File: src/rtl/npu_act_wr_rr_arbiter_if.sv
// Activation-memory write arbitration bundle: requester side and memory side.
// Stats outputs exist only when NPU_WR_ARB_STATS_EN is defined.
interface npu_act_wr_rr_arbiter_if #(
    parameter int NUM_REQ = 32,
    parameter int ADDR_W  = 14,
    parameter int DATA_W  = 16
);
    logic [NUM_REQ-1:0]        req;
    logic [NUM_REQ*ADDR_W-1:0] req_addr;
    logic [NUM_REQ*DATA_W-1:0] req_data;
    logic [NUM_REQ-1:0]        ack_p;
    logic                      rd_busy;
    logic                      mem_wr_en;
    logic [ADDR_W-1:0]         mem_wr_addr;
    logic [DATA_W-1:0]         mem_wr_data;
    logic [1:0]                arb_state;
    logic [4:0]                last_grant;
`ifdef NPU_WR_ARB_STATS_EN
    logic [31:0]               grant_total;
    logic [31:0]               stall_cycles;
`endif

    modport master (
        output req, req_addr, req_data, rd_busy,
        input  ack_p, mem_wr_en, mem_wr_addr, mem_wr_data,
`ifdef NPU_WR_ARB_STATS_EN
        input  grant_total, stall_cycles,
`endif
        input  arb_state, last_grant
    );

    modport slave (
        input  req, req_addr, req_data, rd_busy,
        output ack_p, mem_wr_en, mem_wr_addr, mem_wr_data,
`ifdef NPU_WR_ARB_STATS_EN
        output grant_total, stall_cycles,
`endif
        output arb_state, last_grant
    );
endinterface

File: src/rtl/npu_act_wr_rr_arbiter.sv
// Round-robin arbiter for the activation-memory write port, blocked by rd_busy.
// Define NPU_WR_ARB_STATS_EN to add grant_total / stall_cycles counters.
module npu_act_wr_rr_arbiter #(
    parameter int NUM_REQ = 32,
    parameter int ADDR_W  = 14,
    parameter int DATA_W  = 16
) (
    input logic clk,
    input logic rst,
    npu_act_wr_rr_arbiter_if.slave bus
);
    localparam int PTR_W = $clog2(NUM_REQ);

    typedef enum logic [1:0] {
        IDLE  = 2'b00,
        SERVE = 2'b01,
        STALL = 2'b10
    } state_t;

    state_t           state, state_nxt;
    logic [PTR_W-1:0] ptr, winner, idx;
    logic [PTR_W:0]   sum;
    logic             any_req, found, grant;

    assign any_req = |bus.req;
    assign grant   = any_req && !bus.rd_busy && !rst;

    // Scan ptr+1 .. ptr+NUM_REQ so the last winner gets lowest priority.
    always_comb begin
        winner = '0;
        found  = 1'b0;
        sum    = '0;
        idx    = '0;
        for (int i = 1; i <= NUM_REQ; i++) begin
            sum = {1'b0, ptr} + (PTR_W+1)'(i);
            if (sum >= (PTR_W+1)'(NUM_REQ))
                sum = sum - (PTR_W+1)'(NUM_REQ);
            idx = sum[PTR_W-1:0];
            if (!found && bus.req[idx]) begin
                found  = 1'b1;
                winner = idx;
            end
        end
    end

    always_comb begin
        bus.ack_p = '0;
        if (grant)
            bus.ack_p[winner] = 1'b1;
    end

    always_comb begin
        state_nxt = state;
        unique case (state)
            IDLE, SERVE: begin
                if (any_req && !bus.rd_busy)
                    state_nxt = SERVE;
                else if (any_req)
                    state_nxt = STALL;
                else
                    state_nxt = IDLE;
            end
            STALL: begin
                if (!any_req)
                    state_nxt = IDLE;
                else if (!bus.rd_busy)
                    state_nxt = SERVE;
            end
            default: state_nxt = IDLE;
        endcase
    end

    assign bus.arb_state = state;

    always_ff @(posedge clk or posedge rst) begin
        if (rst) begin
            state           <= IDLE;
            ptr             <= PTR_W'(NUM_REQ - 1);
            bus.last_grant  <= '0;
            bus.mem_wr_en   <= 1'b0;
            bus.mem_wr_addr <= '0;
            bus.mem_wr_data <= '0;
        end else begin
            state         <= state_nxt;
            bus.mem_wr_en <= grant;
            if (grant) begin
                ptr             <= winner;
                bus.last_grant  <= 5'(winner);
                bus.mem_wr_addr <= bus.req_addr[ADDR_W*int'(winner) +: ADDR_W];
                bus.mem_wr_data <= bus.req_data[DATA_W*int'(winner) +: DATA_W];
            end
        end
    end

`ifdef NPU_WR_ARB_STATS_EN
    always_ff @(posedge clk or posedge rst) begin
        if (rst) begin
            bus.grant_total  <= '0;
            bus.stall_cycles <= '0;
        end else begin
            if (grant && bus.grant_total != '1)
                bus.grant_total <= bus.grant_total + 32'd1;
            if (any_req && bus.rd_busy && bus.stall_cycles != '1)
                bus.stall_cycles <= bus.stall_cycles + 32'd1;
        end
    end
`endif
endmodule

File: src/flat_wrapper.sv
// flat-port wrapper written by rule: the top's interface ports become plain ports
module npu_act_wr_rr_arbiter_flat 
#(
    parameter int NUM_REQ = 32,
    parameter int ADDR_W  = 14,
    parameter int DATA_W  = 16
)
  (clk, rst, bus_req, bus_req_addr, bus_req_data, bus_rd_busy, bus_ack_p, bus_mem_wr_en, bus_mem_wr_addr, bus_mem_wr_data, bus_arb_state, bus_last_grant);
  npu_act_wr_rr_arbiter_if #(.NUM_REQ(NUM_REQ), .ADDR_W(ADDR_W), .DATA_W(DATA_W)) bus_i ();
  input logic clk;
  input logic rst;
  input wire logic [$bits(bus_i.req)-1:0] bus_req;
  input wire logic [$bits(bus_i.req_addr)-1:0] bus_req_addr;
  input wire logic [$bits(bus_i.req_data)-1:0] bus_req_data;
  input wire logic [$bits(bus_i.rd_busy)-1:0] bus_rd_busy;
  output wire logic [$bits(bus_i.ack_p)-1:0] bus_ack_p;
  output wire logic [$bits(bus_i.mem_wr_en)-1:0] bus_mem_wr_en;
  output wire logic [$bits(bus_i.mem_wr_addr)-1:0] bus_mem_wr_addr;
  output wire logic [$bits(bus_i.mem_wr_data)-1:0] bus_mem_wr_data;
  output wire logic [$bits(bus_i.arb_state)-1:0] bus_arb_state;
  output wire logic [$bits(bus_i.last_grant)-1:0] bus_last_grant;
  assign bus_i.req = bus_req;
  assign bus_i.req_addr = bus_req_addr;
  assign bus_i.req_data = bus_req_data;
  assign bus_i.rd_busy = bus_rd_busy;
  assign bus_ack_p = bus_i.ack_p;
  assign bus_mem_wr_en = bus_i.mem_wr_en;
  assign bus_mem_wr_addr = bus_i.mem_wr_addr;
  assign bus_mem_wr_data = bus_i.mem_wr_data;
  assign bus_arb_state = bus_i.arb_state;
  assign bus_last_grant = bus_i.last_grant;
  npu_act_wr_rr_arbiter #(.NUM_REQ(NUM_REQ), .ADDR_W(ADDR_W), .DATA_W(DATA_W)) u_core (.clk(clk), .rst(rst), .bus(bus_i));
endmodule
File: config.mk
export PLATFORM = sky130hd
export DESIGN_NAME = npu_act_wr_rr_arbiter_flat
export DESIGN_NICKNAME = d
export VERILOG_FILES = /design/src/rtl/npu_act_wr_rr_arbiter_if.sv /design/src/rtl/npu_act_wr_rr_arbiter.sv /design/src/flat_wrapper.sv
export SDC_FILE = /design/constraint.sdc
export NUM_CORES = 1
export LEC_CHECK = 0
export CAP_MARGIN = 0
export CORE_AREA = 10 10 406 408
export DETAILED_ROUTE_END_ITERATION = 12
export DIE_AREA = 0 0 416 418
export PLACE_DENSITY = 0.34
export SLEW_MARGIN = 10
export SYNTH_ARGS = -nofsm -noshare
export SYNTH_HDL_FRONTEND = slang
export SYNTH_SLANG_ARGS = --single-unit
File: constraint.sdc
create_clock -name clk -period 18 [get_ports clk]
set_input_delay 3.6 -clock clk [delete_from_list [all_inputs] [get_ports clk]]
set_output_delay 3.6 -clock clk [all_outputs]
set_load 0.005 [all_outputs]
# --- Word level (Yosys, flattened, before mapping) ---
# Index checks and enable logic that the tools add are counted.
word_totals:
  ff_bits: 43
  elab_cells: 379
classes:
  n_eq_ne: 3
  n_mux: 167
  reduce_logical: 70
  add_sub_neg: 64
  n_shift: 2
  order_cmp: 66
  n_mul: 1
op_table:
  columns: ["operator", "n"]
  rows:
  - ["$shiftx A512 B10 Y16", 1]
  - ["$shiftx A448 B32 Y14", 1]
  - ["$mux W5", 64]
  - ["$lt A5 B6 Y1 const B", 33]
  - ["$ge A6 B6 Y1 const B", 32]
  - ["$bmux W1 S5", 32]
  - ["$sub A5 B1 Y5 const B", 32]
  - ["$add A5 B5 Y6 const B", 16]
  - ["$mux W1", 64]
  - ["$add A5 B4 Y6 const B", 8]
  - ["$logic_and A1 B1 Y1", 34]
  - ["$logic_not A1 Y1", 33]
  - ["$mux W32", 1]
  - ["$reduce_or A32 Y1", 1]
  - ["$add A5 B3 Y6 const B", 4]
  - ["$add A5 B2 Y6 const B", 2]
  - ["$mul A3 B5 Y8 const A", 1]
  - ["$mux W2", 4]
  - ["$add A5 B1 Y6 const B", 1]
  - ["$add A5 B6 Y6 const B", 1]
  - ["$demux W1 S5", 1]
  - ["$ge A5 B1 Y1 const B", 1]
  - ["$pmux W2 S2", 1]
  - ["$ne A3 B3 Y1 const B", 1]
  - ["4 further kinds", 4]

# --- Logic depth before layout (Yosys ltp) ---
# Gate-level depths: netlist (run 1).
logic_depth:
  ltp_word: 104
  ltp_mapped: 28
  mapped_depth_nobuf: 17

# --- Worst setup path before layout (run 1) ---
# OpenSTA, ideal clock, no wires.
synth_timing:
  kind: "input-to-output"
  start: "in bus_req[30]"
  end: "out bus_ack_p[15]"
  t_arrival_ps: 7827
  setup_slack_ps: 6573
  stages: 17
  required_ps: 14400
  cell_sequence: "mux2_1 mux4_2 mux4_2 or3b_1 nor4b_4 and4_4 nand2_2 a31oi_1 a2111o_1 a21oi_2 o21ai_2 buf_4 buf_4 buf_4 buf_2 nand3_1 nor4_1"
synth_via:
  elab_chain_len: 101
  word_cells_on_any_way: 198
synth_rtl:
  columns: ["element", "line", "source"]
  rows:
  - ["start, declared", "flat_wrapper.sv:12", "input wire logic [$bits(bus_i.req)-1:0] bus_req;"]
  - ["$bmux W1 S5", "npu_act_wr_rr_arbiter.sv:39", "if (!found && bus.req[idx]) begin"]
  - ["$mux W1 (implied by the code)", "npu_act_wr_rr_arbiter.sv:39", null]
  - ["$mux W1", "npu_act_wr_rr_arbiter.sv:39", null]
  - ["$logic_not A1 Y1", "npu_act_wr_rr_arbiter.sv:39", null]
  - ["$logic_and A1 B1 Y1", "npu_act_wr_rr_arbiter.sv:39", null]
  - ["$mux W1", "npu_act_wr_rr_arbiter.sv:39", null]
  - ["$logic_not A1 Y1", "npu_act_wr_rr_arbiter.sv:39", null]
  - ["$logic_and A1 B1 Y1", "npu_act_wr_rr_arbiter.sv:39", null]
  - ["[... 85 more ...]", null, null]
  - ["$logic_not A1 Y1", "npu_act_wr_rr_arbiter.sv:39", null]
  - ["$logic_and A1 B1 Y1", "npu_act_wr_rr_arbiter.sv:39", null]
  - ["$mux W5", "npu_act_wr_rr_arbiter.sv:39", null]
  - ["$lt A5 B6 Y1 (implied by the code) or $ge A5 B1 Y1 (tied branches)", "npu_act_wr_rr_arbiter.sv:49", "bus.ack_p[winner] = 1'b1;"]
  - ["$logic_and A1 B1 Y1 (implied by the code)", "npu_act_wr_rr_arbiter.sv:49", null]
  - ["$mux W1 (implied by the code)", "npu_act_wr_rr_arbiter.sv:49", null]
  - ["$demux W1 S5", null, null]
  - ["$mux W32 (*)", "npu_act_wr_rr_arbiter.sv:48", "if (grant)"]
  - ["end, declared", "flat_wrapper.sv:16", "output wire logic [$bits(bus_i.ack_p)-1:0] bus_ack_p;"]
# Mark *: on every way between the ends. The rest lies on a longest branch, timed or not. The select of a mux whose other input is x is not followed.

# --- Final worst setup path (run 1) ---
layout_timing:
  start: "in bus_req[21]"
  end: "out bus_ack_p[13]"
# The elaborated chain is that of the path after synthesis.

==> results of run 1 <==
-- layer usage --
layer	global-route usage	vias to the layer above	part of all wire
li1	-	11856	-
met1	0.2488	13158	0.41
met2	0.3716	1007	0.52
met3	0.03252	131	0.059
met4	0.02245	28	0.011
met5	0	-	0.0010
-- flip-flops by register name, indices dropped and copies added, names as in the netlist --
name                    flops
u_core.bus.mem_wr_en        1
u_core.bus.last_grant       5
u_core.bus.mem_wr_addr     14
u_core.bus.mem_wr_data     16
u_core.ptr                  5
u_core.bus.arb_state        2
-- logic make-up after synthesis --
family / share of synthesized area
and+or+nand+nor: 0.3434
buffers and inverters: 0.07431
muxes: 0.2867
AOI/OAI and AO/OA: 0.2145
DFF: 0.05930
adders and majority gates: 0.008912
xor gates and xnor gates: 0.01289
-- worst max-delay path, cell delays in order --
cell             delay (ns)
clkdlybuf4s50_1        0.61
mux2_1                 0.43
mux2i_1                0.38
mux2i_1                0.25
mux4_2                 0.68
nor4b_4                0.43
nand3_1                0.31
nor4_1                 1.00
nor4_1                 0.34
a41oi_2                0.36
o31a_2                 0.19
buf_4                  0.57
nand3_1                0.84
nor4_1                 0.40
clkdlybuf4s50_1        0.67
-- placed cells by master (no fill, tap or decap), types with 12 or more instances in the layout --
| cell type | netlist | routed |
|---|---|---|
| a21oi_1 | 146 | 146 |
| a22o_1 | 21 | 21 |
| a22oi_1 | 19 | 19 |
| a31oi_1 | 26 | 26 |
| a32oi_1 | 17 | 17 |
| a41oi_1 | 14 | 14 |
| and3_1 | 23 | 20 |
| and4_1 | 16 | 16 |
| buf_4 | 30 | 73 |
| clkdlybuf4s50_1 | 0 | 1064 |
| dfrtp_1 | 38 | 38 |
| diode_2 | 0 | 15 |
| ha_1 | 13 | 13 |
| inv_1 | 27 | 26 |
| mux2_2 | 47 | 47 |
| mux2i_1 | 245 | 245 |
| mux4_2 | 97 | 97 |
| nand2_1 | 669 | 669 |
| nand3_1 | 381 | 381 |
| nand4_1 | 38 | 38 |
| nor2_1 | 117 | 117 |
| nor3_1 | 30 | 30 |
| nor4_1 | 17 | 17 |
| o211ai_1 | 67 | 67 |
| o21ai_0 | 85 | 84 |
| o22ai_1 | 15 | 15 |
| o32a_1 | 15 | 15 |
| or3_1 | 13 | 12 |
| xnor2_1 | 20 | 16 |
-- cell type report --
| cell class | instances | area share |
|---|---|---|
| multi-input cells | 2365 | 0.5102 |
| diodes | 15 | 0.001203 |
| well taps | 2072 | 0.08312 |
| flip-flops and latches | 43 | 0.03482 |
| clock buffers | 6 | 0.004132 |
| clock inverters | 2 | 0.001925 |
| inverters | 30 | 0.003650 |
| repair buffers | 1140 | 0.3609 |
-- per-stage QoR --
stage	worst slack, ns	std cells	hold slack (ns)	cell area [um2]
6_report	3.291	5673	0.4875	31190
5_1_grt	2.871	5661	0.5193	31160
3_3_place_gp	2.976	5650	0.4716	30960
4_1_cts	3.167	5658	0.4928	31150
2_1_floorplan	6.573	2679	0.4699	18250
3_5_place_dp	3.180	5650	0.4735	30960
-- how the worst min path moves through the flow --
stage,start,endpoint,slack (ns)
2_1_floorplan,u_core.bus.last_grant[2]$_DFFE_PP0P_,u_core.bus.last_grant[2]$_DFFE_PP0P_,0.47
3_3_place_gp,u_core.bus.last_grant[2]$_DFFE_PP0P_,u_core.bus.last_grant[2]$_DFFE_PP0P_,0.47
3_5_place_dp,u_core.bus.last_grant[2]$_DFFE_PP0P_,u_core.bus.last_grant[2]$_DFFE_PP0P_,0.47
4_1_cts,u_core.bus.last_grant[2]$_DFFE_PP0P_,u_core.bus.last_grant[2]$_DFFE_PP0P_,0.49
5_1_grt,u_core.bus.mem_wr_addr[3]$_DFFE_PP0P_,u_core.bus.mem_wr_addr[3]$_DFFE_PP0P_,0.52
6_report,u_core.bus.last_grant[2]$_DFFE_PP0P_,u_core.bus.last_grant[2]$_DFFE_PP0P_,0.49
==> flow_metrics.py, run 1 <==
metrics = {
    "run_status": {
        "status": "finished clean",
    },
    "layout": {
        "regArea_um2": 1086,
        "nets": 4593,
        "drive_gt1_frac": 0.08226,
        "multi_input_area_um2": 15910,
        "num-fill-cells": 17923,
        "final_util": 0.1985,
        "area_delta_synth_final_pct": 70.89,
    },
    "routing": {
        "ant_nets": 0,
        "drt_iter0_drc": 2486,
        "dr.pass1.iters": 6,
        "vias": 26180,
        "wl_per_cell_um": 32.77,
        "finalWirelength_um": 185900,
        "vias_per_cell": 4.615,
        "drcViolationCount": 0,
    },
    "critical_path": {
        "critPathLaunchType": "input pin",
        "worstPathRequired_ns": 14.40,
        "cp-startpoint": "bus_req[21]",
        "rr_startpoint": "u_core.ptr[0]$_DFFE_PP1P_",
        "r2r_end": "u_core.bus.mem_wr_data[9]$_DFFE_PP0P_",
        "end_kind": "output port",
        "r2r.worst_path.cells": 24,
        "crit_end": "bus_ack_p[13]",
        "path_class": "input pin to output port",
        "reg2reg_slack_ns": 7.06,
        "worstPathArrival_ns": 11.11,
        "worstPathMaxFanout": 58,
    },
    "sta": {
        "tns_ns": 0,
        "finalClockSkew_ns": 0.02856,
        "drv_slew": 0,
        "hold_viol": 0,
        "setup_viol": 0,
        "clock.fmax_mhz": 67.99,
        "maxSlewHeadroom": 0.05499,
        "max_slew.worst_pin.slew_ns": 1.418,
        "finalCritPeriodShare": 0.8171,
        "finalCriticalPeriod_ns": 14.71,
        "rsz0062_at_grt": "no",
    },
    "flow_run": {
        "max_cap_violations": 0,
    },
    "synth": {
        "ys_async_sr_fraction": 1.000,
        "synth_cells": 2679,
        "avgSynthCellArea_um2": 6.813,
        "synth_edf_count": 0,
        "synth-seq-cells": 43,
        "synth_top_area_share": 0.1376,
        "syn_area_um2": 18250,
        "yosys_warnings": 0,
        "yosysSeqAreaShare": 0.05930,
        "synth.largest_area_cell": "nand2_1",
        "synth.most_common_cell": "nand2_1",
        "synth.top_cells.by_count": "669 x nand2_1, 381 x nand3_1, 245 x mux2i_1",
        "synth_nets": 3687,
        "synthFlopType": "dfrtp_1",
        "synth_cell_types": 102,
        "synth_area_leaders": "nand2_1 14%, mux2i_1 13%, mux4_2 12%, nand3_1 10%, dfrtp_1 5.2%",
    },
    "min_path": {
        "hold_class": "register to register",
        "hold_depth": 2,
    },
    "global_routing": {
        "grt.total_usage": 0.2006,
        "grt_pass1_vias": 26178,
        "gr-total-overflow": 0,
        "grt_pass1_wl_um": 244100,
        "grt_max_degree": 126,
        "antenna_found_initial": 50,
    },
    "die": {
        "ioPinCount": 1065,
        "die_w_um": 416,
        "core_um2": 157100,
        "die_area_um2": 173900,
        "start_util": 0.1162,
        "fp.dieH_um": 418,
        "num_rows": 146,
    },
    "clocking": {
        "cts_buffers": 5,
        "path_clk_slew_ns": 0.07,
        "clock-sinks": 43,
        "clk_latency_ns": 0.36,
        "cts_tree": "built",
        "holdBufCountCts": 0,
        "ctsResizeCount": 0,
        "htreeDepth": 2,
        "clockBufferDepth": 2,
        "cts_setup_buffers": 0,
        "root_buffer": "clkbuf_16",
    },
    "placement": {
        "gp_congestion": 0.9075,
        "dp_hpwl_um": 155100,
        "portBuffers": 1064,
    },
}
Power of run 1 is not shown: default switching activity piles up to over one toggle a cycle in this logic, so the estimate is an artifact.
==> run 2: changes to the inputs <==
--- a/config.mk
+++ b/config.mk
@@ -6,10 +6,10 @@
 export NUM_CORES = 1
 export LEC_CHECK = 0
 export CAP_MARGIN = 0
-export CORE_AREA = 10 10 406 408
+export CORE_AREA = 10 10 409 411
 export DETAILED_ROUTE_END_ITERATION = 12
-export DIE_AREA = 0 0 416 418
-export PLACE_DENSITY = 0.34
+export DIE_AREA = 0 0 419 421
+export PLACE_DENSITY = 0.33
 export SLEW_MARGIN = 10
 export SYNTH_ARGS = -nofsm -noshare
 export SYNTH_HDL_FRONTEND = slang
==> constraint.sdc (replaced) <==
create_clock -name clk -period 13.6 [get_ports clk]
set_input_delay 2.72 -clock clk [delete_from_list [all_inputs] [get_ports clk]]
set_output_delay 2.72 -clock clk [all_outputs]
set_load 0.005 [all_outputs]
==> flow_metrics.py, run 2 (synthesis results as in run 1) <==
metrics = {
    "run_status": {
        "status": "finished clean",
    },
    "routing": {
        "ant_nets": 0,
        "vias": 26005,
        "dr.pass1.iters": 6,
        "wl_per_cell_um": 33.22,
        "drt_iter0_drc": 2693,
        "finalWirelength_um": 188800,
        "drcViolationCount": 0,
        "vias_per_cell": 4.575,
    },
    "layout": {
        "largest_register_ffs": 16,
        "nets": 4588,
        "final_common_cell": "clkdlybuf4s50_1",
        "regArea_um2": 1086,
        "multi_input_area_um2": 15910,
        "top_regs": "u_core.bus.mem_wr_data: 16 flops, u_core.bus.mem_wr_addr: 14 flops",
        "num-fill-cells": 18062,
        "largest-register": "u_core.bus.mem_wr_data",
        "final_cell_mix": "1064 x clkdlybuf4s50_1, 669 x nand2_1, 381 x nand3_1",
        "area_delta_synth_final_pct": 70.61,
        "fin_area_um2": 31140,
        "drive_gt1_frac": 0.08042,
        "final_util": 0.1953,
    },
    "global_routing": {
        "grt.total_usage": 0.2027,
        "use_met3": 0.04784,
        "use_met2": 0.3660,
        "use_met1": 0.2417,
        "grt.busiest_layer": "met2",
        "grt_max_degree": 132,
        "gr-total-overflow": 0,
        "antenna_found_initial": 67,
        "grt_pass1_vias": 26188,
        "grt_pass1_wl_um": 247200,
    },
    "sta": {
        "max_slew.worst_pin.slew_ns": 1.218,
        "maxSlewHeadroom": 0.1822,
        "finalClockSkew_ns": 0.02061,
        "rsz0062_at_grt": "no",
        "setup_viol": 0,
        "drv_slew": 0,
        "hold_viol": 0,
        "clock.fmax_mhz": 80.52,
        "finalCritPeriodShare": 0.9131,
        "finalCriticalPeriod_ns": 12.42,
        "tns_ns": 0,
        "setup_ws_ns": 1.181,
    },
    "critical_path": {
        "worstPathRequired_ns": 10.88,
        "reg2reg_slack_ns": 3.29,
        "r2r.worst_path.cells": 21,
        "worstPathMaxFanout": 19,
        "critPathLaunchType": "input pin",
        "path_class": "input pin to output port",
        "end_kind": "output port",
        "worstPathArrival_ns": 9.70,
    },
    "clocking": {
        "cts_setup_buffers": 0,
        "path_clk_slew_ns": 0.07,
        "root_buffer": "clkbuf_16",
        "cts_tree": "built",
        "ctsResizeCount": 0,
        "holdBufCountCts": 0,
        "cts_buffers": 5,
        "clk_latency_ns": 0.34,
        "clock-sinks": 43,
        "clockBufferDepth": 2,
        "htreeDepth": 2,
    },
    "die": {
        "die_area_um2": 176400,
        "fp.dieH_um": 421,
        "ioPinCount": 1065,
        "die_w_um": 419,
        "core_um2": 159500,
        "start_util": 0.1145,
        "num_rows": 147,
    },
    "flow_run": {
        "max_cap_violations": 0,
    },
    "placement": {
        "portBuffers": 1064,
        "gp_congestion": 0.9101,
        "place_area_um2": 30940,
        "pre_cts_slack_ns": 1.282,
        "dp_hpwl_um": 158100,
    },
    "min_path": {
        "hold_class": "register to register",
        "hold_depth": 2,
    },
}
==> run 2: critical path, cell delays in order <==
cell and delay [ns]:
clkdlybuf4s50_1 0.71, mux4_2 0.58, mux2i_1 0.64, o22a_1 0.31, o21a_1 0.27, nand4_1 0.47, nor3_1 0.88, nand3_1 0.31
o21a_1 0.21, o2111a_1 0.16, a21oi_2 0.30, o21a_4 0.38, nand3_1 0.71, nor4_1 0.41, clkdlybuf4s50_1 0.62
==> run 2: path summary, 6_finish.rpt <==
path,start,endpoint
max reg2reg,u_core.ptr[1]$_DFFE_PP1P_,u_core.bus.mem_wr_data[6]$_DFFE_PP0P_
min,u_core.bus.last_grant[2]$_DFFE_PP0P_,u_core.bus.last_grant[2]$_DFFE_PP0P_
max in group asynchronous,rst,u_core.bus.mem_wr_addr[3]$_DFFE_PP0P_
min in group asynchronous,rst,u_core.bus.arb_state[1]$_DFFE_PP0P_
min reg2reg,u_core.bus.last_grant[2]$_DFFE_PP0P_,u_core.bus.last_grant[2]$_DFFE_PP0P_
max,bus_req[24],bus_ack_p[13]
==> run 2: layer usage <==
layer,part of all wire,vias to the layer above,routed length (um)
met3,0.071,151,13430
met1,0.40,12851,74740
met2,0.51,1120,96750
li1,-,11843,-
met4,0.019,40,3674
met5,0.0014,-,261
==> run 2: area by class of cell <==
class | instances | area share
clock inverter | 1 | 0.0009643
tap | 2086 | 0.08381
multi-input combinational | 2365 | 0.5108
inverter | 30 | 0.003616
sequential | 43 | 0.03487
clock buffer | 7 | 0.004259
antenna | 17 | 0.001366
timing repair buffer | 1135 | 0.3603
==> run 2: per-stage QoR <==
stage,hold slack [ns],cells
2_1_floorplan,0.4699,2679
3_3_place_gp,0.4721,5659
3_5_place_dp,0.4703,5659
4_1_cts,0.4897,5667
5_1_grt,0.5028,5675
6_report,0.4831,5684
Power of run 2 is left out for the same reason.
